==> config.mk <==
export PLATFORM = sky130hd
export DESIGN_NAME = fetch_queue_flat
export DESIGN_NICKNAME = d
export VERILOG_FILES = /design/src/rtl/fetch_queue_pkg.sv /design/src/rtl/fetch_queue_if.sv /design/src/rtl/fq_mem.sv /design/src/rtl/fetch_queue.sv /design/src/flat_wrapper.sv
export SDC_FILE = /design/constraint.sdc
export NUM_CORES = 1
export LEC_CHECK = 0
export ABC_AREA = 1
export CORE_MARGIN = 1
export CORE_UTILIZATION = 40
export DETAILED_ROUTE_END_ITERATION = 12
export GPL_TIMING_DRIVEN = 0
export RECOVER_POWER = 25
export SLEW_MARGIN = 20
export SYNTH_ARGS = -nofsm -noshare
export SYNTH_HDL_FRONTEND = slang
export SYNTH_HIERARCHICAL = 1
export SYNTH_SLANG_ARGS = --single-unit
export TNS_END_PERCENT = 5
==> constraint.sdc <==
create_clock -name Clk -period 7.3 [get_ports Clk]
set_clock_uncertainty 0.1 [all_clocks]
set_input_delay 2.19 -clock Clk [delete_from_list [all_inputs] [get_ports Clk]]
set_output_delay 2.19 -clock Clk [all_outputs]
set_load 0.01 [all_outputs]
==> src/rtl/fetch_queue_pkg.sv <==
// Shared constants, entry payload type and sizing helper for the fetch queue.
package fetch_queue_pkg;

    localparam int unsigned INSTR_W_DEF = 32;
    localparam int unsigned PC_W_DEF    = 8;

    // Bubble word presented to decode while the queue is empty.
    localparam logic [INSTR_W_DEF-1:0] NOP_WORD = 32'h0000_0000;

    // One buffered fetch: instruction plus the next-PC that goes with it.
    typedef struct packed {
        logic [INSTR_W_DEF-1:0] instr;
        logic [PC_W_DEF-1:0]    pc;
    } fq_entry_t;

    // Pointer width for a circular buffer of the given depth.
    function automatic int unsigned ptr_w(input int unsigned depth);
        return (depth < 2) ? 1 : $clog2(depth);
    endfunction

endpackage

==> src/rtl/fetch_queue_if.sv <==
// Fetch-side / decode-side handshake bundle of the prefetch queue.
interface fetch_queue_if #(
    parameter int unsigned INSTR_W = 32,
    parameter int unsigned PC_W    = 8,
    parameter int unsigned DEPTH   = 4
);
    localparam int unsigned CNT_W = $clog2(DEPTH + 1);

    logic               in_valid;
    logic [INSTR_W-1:0] in_instr;
    logic [PC_W-1:0]    in_pc;
    logic               in_ready;
    logic               out_valid;
    logic [INSTR_W-1:0] out_instr;
    logic [PC_W-1:0]    out_pc;
    logic               out_ready;
    logic               flush;
    logic               almost_full;
    logic [CNT_W-1:0]   count;

    modport master (
        output in_valid, in_instr, in_pc, out_ready, flush,
        input  in_ready, out_valid, out_instr, out_pc, almost_full, count
    );

    modport slave (
        input  in_valid, in_instr, in_pc, out_ready, flush,
        output in_ready, out_valid, out_instr, out_pc, almost_full, count
    );

endinterface

==> src/rtl/fq_mem.sv <==
// Entry storage: synchronous write, asynchronous read, contents never reset.
module fq_mem #(
    parameter int unsigned W     = 40,
    parameter int unsigned DEPTH = 4,
    parameter int unsigned AW    = 2
) (
    input  logic          clk,
    input  logic          we,
    input  logic [AW-1:0] waddr,
    input  logic [W-1:0]  wdata,
    input  logic [AW-1:0] raddr,
    output logic [W-1:0]  rdata
);

    logic [W-1:0] mem [DEPTH];

    // Write port: one entry per clock when enabled.
    always_ff @(posedge clk) begin
        if (we) begin
            mem[waddr] <= wdata;
        end
    end

    assign rdata = mem[raddr];

endmodule

==> src/rtl/fetch_queue.sv <==
// Instruction prefetch queue between fetch and the IF/ID register.
module fetch_queue
    import fetch_queue_pkg::*;
#(
    parameter int unsigned        INSTR_W   = 32,
    parameter int unsigned        PC_W      = 8,
    parameter int unsigned        DEPTH     = 4,
    parameter logic [INSTR_W-1:0] NOP_INSTR = INSTR_W'(NOP_WORD)
) (
    input  logic         Clk,
    input  logic         Clr_n,
    fetch_queue_if.slave bus
);

    localparam int unsigned PTR_W   = ptr_w(DEPTH);
    localparam int unsigned CNT_W   = $clog2(DEPTH + 1);
    localparam int unsigned ENTRY_W = INSTR_W + PC_W;

    typedef struct packed {
        logic [INSTR_W-1:0] instr;
        logic [PC_W-1:0]    pc;
    } entry_t;

    logic [PTR_W-1:0] wr_ptr;
    logic [PTR_W-1:0] rd_ptr;
    logic [CNT_W-1:0] count_q;
    logic             push;
    logic             pop;
    logic             not_empty;
    logic             not_full;
    entry_t           wr_entry;
    entry_t           rd_entry;

    // Flags come from registered occupancy only.
    assign not_empty = (count_q != '0);
    assign not_full  = (count_q < CNT_W'(DEPTH));

    // Flush wins over both handshakes in the same cycle.
    assign push = bus.in_valid && not_full && !bus.flush;
    assign pop  = not_empty && bus.out_ready && !bus.flush;

    assign wr_entry = '{instr: bus.in_instr, pc: bus.in_pc};

    fq_mem #(
        .W     (ENTRY_W),
        .DEPTH (DEPTH),
        .AW    (PTR_W)
    ) u_mem (
        .clk   (Clk),
        .we    (push),
        .waddr (wr_ptr),
        .wdata (wr_entry),
        .raddr (rd_ptr),
        .rdata (rd_entry)
    );

    // Pointer and occupancy update; power-of-two depth wraps naturally.
    always_ff @(posedge Clk or negedge Clr_n) begin
        if (!Clr_n) begin
            wr_ptr  <= '0;
            rd_ptr  <= '0;
            count_q <= '0;
        end else if (bus.flush) begin
            wr_ptr  <= '0;
            rd_ptr  <= '0;
            count_q <= '0;
        end else begin
            if (push) begin
                wr_ptr <= wr_ptr + PTR_W'(1);
            end
            if (pop) begin
                rd_ptr <= rd_ptr + PTR_W'(1);
            end
            if (push && !pop) begin
                count_q <= count_q + CNT_W'(1);
            end else if (pop && !push) begin
                count_q <= count_q - CNT_W'(1);
            end
        end
    end

    assign bus.in_ready    = not_full;
    assign bus.out_valid   = not_empty;
    assign bus.almost_full = (count_q >= CNT_W'(DEPTH - 1));
    assign bus.count       = count_q;

    // Head is read through; an empty queue shows a bubble instead of stale data.
    assign bus.out_instr = not_empty ? rd_entry.instr : NOP_INSTR;
    assign bus.out_pc    = not_empty ? rd_entry.pc    : '0;

endmodule

==> src/flat_wrapper.sv <==
// flat-port wrapper written by rule: the top's interface ports become plain ports
module fetch_queue_flat import fetch_queue_pkg::*;
#(
    parameter int unsigned        INSTR_W   = 32,
    parameter int unsigned        PC_W      = 8,
    parameter int unsigned        DEPTH     = 4,
    parameter logic [INSTR_W-1:0] NOP_INSTR = INSTR_W'(NOP_WORD)
)
  (Clk, Clr_n, bus_in_valid, bus_in_instr, bus_in_pc, bus_out_ready, bus_flush, bus_in_ready, bus_out_valid, bus_out_instr, bus_out_pc, bus_almost_full, bus_count);
  fetch_queue_if #(.INSTR_W(INSTR_W), .PC_W(PC_W), .DEPTH(DEPTH)) bus_i ();
  input  logic Clk;
  input  logic Clr_n;
  input wire logic [$bits(bus_i.in_valid)-1:0] bus_in_valid;
  input wire logic [$bits(bus_i.in_instr)-1:0] bus_in_instr;
  input wire logic [$bits(bus_i.in_pc)-1:0] bus_in_pc;
  input wire logic [$bits(bus_i.out_ready)-1:0] bus_out_ready;
  input wire logic [$bits(bus_i.flush)-1:0] bus_flush;
  output wire logic [$bits(bus_i.in_ready)-1:0] bus_in_ready;
  output wire logic [$bits(bus_i.out_valid)-1:0] bus_out_valid;
  output wire logic [$bits(bus_i.out_instr)-1:0] bus_out_instr;
  output wire logic [$bits(bus_i.out_pc)-1:0] bus_out_pc;
  output wire logic [$bits(bus_i.almost_full)-1:0] bus_almost_full;
  output wire logic [$bits(bus_i.count)-1:0] bus_count;
  assign bus_i.in_valid = bus_in_valid;
  assign bus_i.in_instr = bus_in_instr;
  assign bus_i.in_pc = bus_in_pc;
  assign bus_i.out_ready = bus_out_ready;
  assign bus_i.flush = bus_flush;
  assign bus_in_ready = bus_i.in_ready;
  assign bus_out_valid = bus_i.out_valid;
  assign bus_out_instr = bus_i.out_instr;
  assign bus_out_pc = bus_i.out_pc;
  assign bus_almost_full = bus_i.almost_full;
  assign bus_count = bus_i.count;
  fetch_queue #(.INSTR_W(INSTR_W), .PC_W(PC_W), .DEPTH(DEPTH), .NOP_INSTR(NOP_INSTR)) u_core (.Clk(Clk), .Clr_n(Clr_n), .bus(bus_i));
endmodule
==> run metrics <==
worst reg2reg path depth=9; TritonRoute pass-1 iters=11; Final Hold Fails=0; Layout Cells excl Fill=1143; Int Pwr=2.08 mW; WL/cell=13.6 um; most frequent cell after synthesis=inv_1; synth-to-layout area growth=26.4%; CTS Root Cell=clkbuf_16; crit path kind=flip-flop to output pin; input/output buffers=90; sequential share of power=37.6%; Hold WC Path Type=flip-flop to flip-flop; GP Congestion=0.725; DRT antenna net count=0; Mapped Area=0.00751 mm^2; LEAKAGE=4.39 nW; via count=4986; GRT Overall Usage=17.2%; post-layout min period=4.55 ns; Worst-Skew Late Latency=0.42 ns; power per cell area=315 mW/mm^2; Startpoint Class=flip-flop; Slowest Stage Delay on Critical Path=0.57 ns; initial drt markers=250; fin crit share=62.4%; syn_area_per_cell=9.78 um^2; fmax=0.220 GHz; GR Overflow Total=0; DRC violation count after routing=10; Top FF cell, synth=edfxtp_1; Yosys cell types=24; final instance area=0.00950 mm^2; setup TNS=0 ns; worst path required time=5.01 ns; Post-Syn Nets=814; Placed Area=0.00892 mm^2; largest fanout on the critical path=10; PostCTS Resize Cnt=0; dpl hpwl=10500 um; worst reg2reg path startpoint=u_core/bus.count[2]; Starting Density=41.3%; Post-CTS Hold Buffers=0; most instantiated cells after synthesis=209 x inv_1, 208 x nand2_1, 160 x edfxtp_1; hold endpoint=u_core/rd_ptr[1]; post-CTS setup buffers=0; Max-slew headroom=52.3%; FFs w/ async S/R, synth=4.19%; cell taking the most area after synthesis=edfxtp_1; CTS tree=built; Max Root-Sink Buffers=2; worst hold stages=2; arrival time worst endpoint=2.26 ns; largest net degree at the start of global routing=17; Worst-Margin Slew=0.712 ns; vias in the first global route=4718; Switching Power=909 uW; layout cells sized above 1=10.1%; RSZ-0062 raised after global routing=false; sequential area share after synthesis=66.3%; die area=0.0193 mm^2; synth top area cells=edfxtp_1 64%, inv_1 10%, nand2_1 10%; pins over their slew limit=0; row count=49; Std-Cell Core Area=0.0182 mm^2; cts bufs inserted=17; reg2reg setup slack=4.98 ns; Placed Cells=1109; worst path cell trace=clkbuf_2, inv_2, buf_2, nand3_1, nand2_1, inv_1, nor2_1, clkdlybuf4s50_1; Combinational Power Share=33.7%; Die W=139 um; routed vias/inst=4.36; Peak VDD IR=0.167 mV; outcome=complete, but fails checks; Syn Inst Count=768; first-pass GRT wire length=24700 um; Post-synth EDFFs=160; clock power share=28.7%; antenna violations before repair=3; Slowest-stage cell, CP=clkdlybuf4s50_1; CP endpoint kind=output pin; failing checks=design-rule violations; Yosys reg bits=167; H-Tree Depth=4; post-synth top area share=63.9%; yosys warns=6; setup violators final=0; final net count=945; Clock Sinks=167; Clock transition at path regs=0.06 ns; RR Endpoint=u_core/u_mem/mem[2][0]; final WL=15600 um; max_cap viols=0; Switching Fraction=30.4%; IO Pins=91; hold_sp=u_core/rd_ptr[1]; Die H=139 um
-- power by group through the flow --
stage | registers (mW) | clock network (mW) | logic [mW]
detailed placement | 1.14 | 0 | 1.03
global placement | 1.15 | 0 | 1.01
finish | 1.12 | 0.859 | 1.01
CTS | 1.12 | 0.878 | 1.03
global route | 1.13 | 0.918 | 1.12
floorplan | 1.15 | 0 | 0.531
-- per-stage QoR --
step                setup slack, ns  util (%)  total power, mW  hold WS (ns)
floorplan                      1.55         -             1.68         0.401
global placement              -1.65      47.8             2.16         0.433
detailed placement             2.72      49.0             2.17         0.430
CTS                            2.68      52.1             3.03         0.447
global route                   2.58      52.1             3.17         0.462
finish                         2.75      52.2             2.99         0.447
-- cell type report --
cell class | count | area [um^2]
well taps | 229 | 287
inverters | 213 | 805
clock inverters | 11 | 133
multi-input cells | 358 | 1550
plain buffers | 30 | 203
flip-flops and latches | 167 | 4980
fillers | 1659 | 8710
clock buffers | 20 | 437
diodes | 3 | 7.51
repair buffers | 112 | 1100
-- cell families (layout without fill, tap and decap cells) --
kind of cell,after synthesis,after routing,share of synthesized area [%]
fa+ha+maj,1,1,0.266
simple gates,349,349,19.4
flops,167,167,66.3
compound gates,7,7,0.516
buf+inv,243,386,13.4
xor+xnor,1,1,0.117
other cells,0,3,0
-- critical path, delay by kind of cell (launching register included) --
family | cells | cell delay [ns]
DFF | 1 | 0.37
and+or+nand+nor | 3 | 0.34
buffers and inverters | 5 | 1.12
-- registers in the layout, summed over array words and instances (netlist names) --
name,cells
u_core/u_mem/mem,160
u_core/bus.count,3
u_core/wr_ptr,2
u_core/rd_ptr,2
-- layout by cell type, fill, tap and decap left out, types with 4 or more instances in the layout --
| master | Yosys | layout |
|---|---|---|
| nor3_2 | 0 | 4 |
| clkbuf_16 | 0 | 17 |
| dlygate4sd3_1 | 0 | 23 |
| dfrtp_1 | 7 | 7 |
| clkinv_2 | 0 | 4 |
| inv_1 | 209 | 209 |
| clkdlybuf4s50_1 | 0 | 67 |
| buf_6 | 8 | 17 |
| nand3_1 | 84 | 84 |
| edfxtp_1 | 160 | 160 |
| buf_4 | 1 | 14 |
| nor2_1 | 46 | 46 |
| nand2_1 | 208 | 208 |
| buf_2 | 20 | 20 |
-- layer usage --
metal / track usage (%) / up-vias / part of all wire, %
li1: - / 2613 / -
met1: 21.1 / 2249 / 43
met2: 29.2 / 109 / 50
met3: 4.52 / 15 / 5.6
met4: 6.26 / 0 / 1.2
met5: 0 / - / 0
-- worst max path at each step --
stage / startpoint / endpoint
floorplan: bus_in_valid / u_core/u_mem/mem[1][0]
global placement: bus_flush / u_core/u_mem/mem[1][4]
detailed placement: bus_flush / u_core/u_mem/mem[2][0]
CTS: u_core/rd_ptr[1] / bus_out_instr[10]
global route: u_core/rd_ptr[1] / bus_out_instr[10]
finish: u_core/rd_ptr[1] / bus_out_instr[19]
Note: power is estimated with default switching activity, not from simulation.
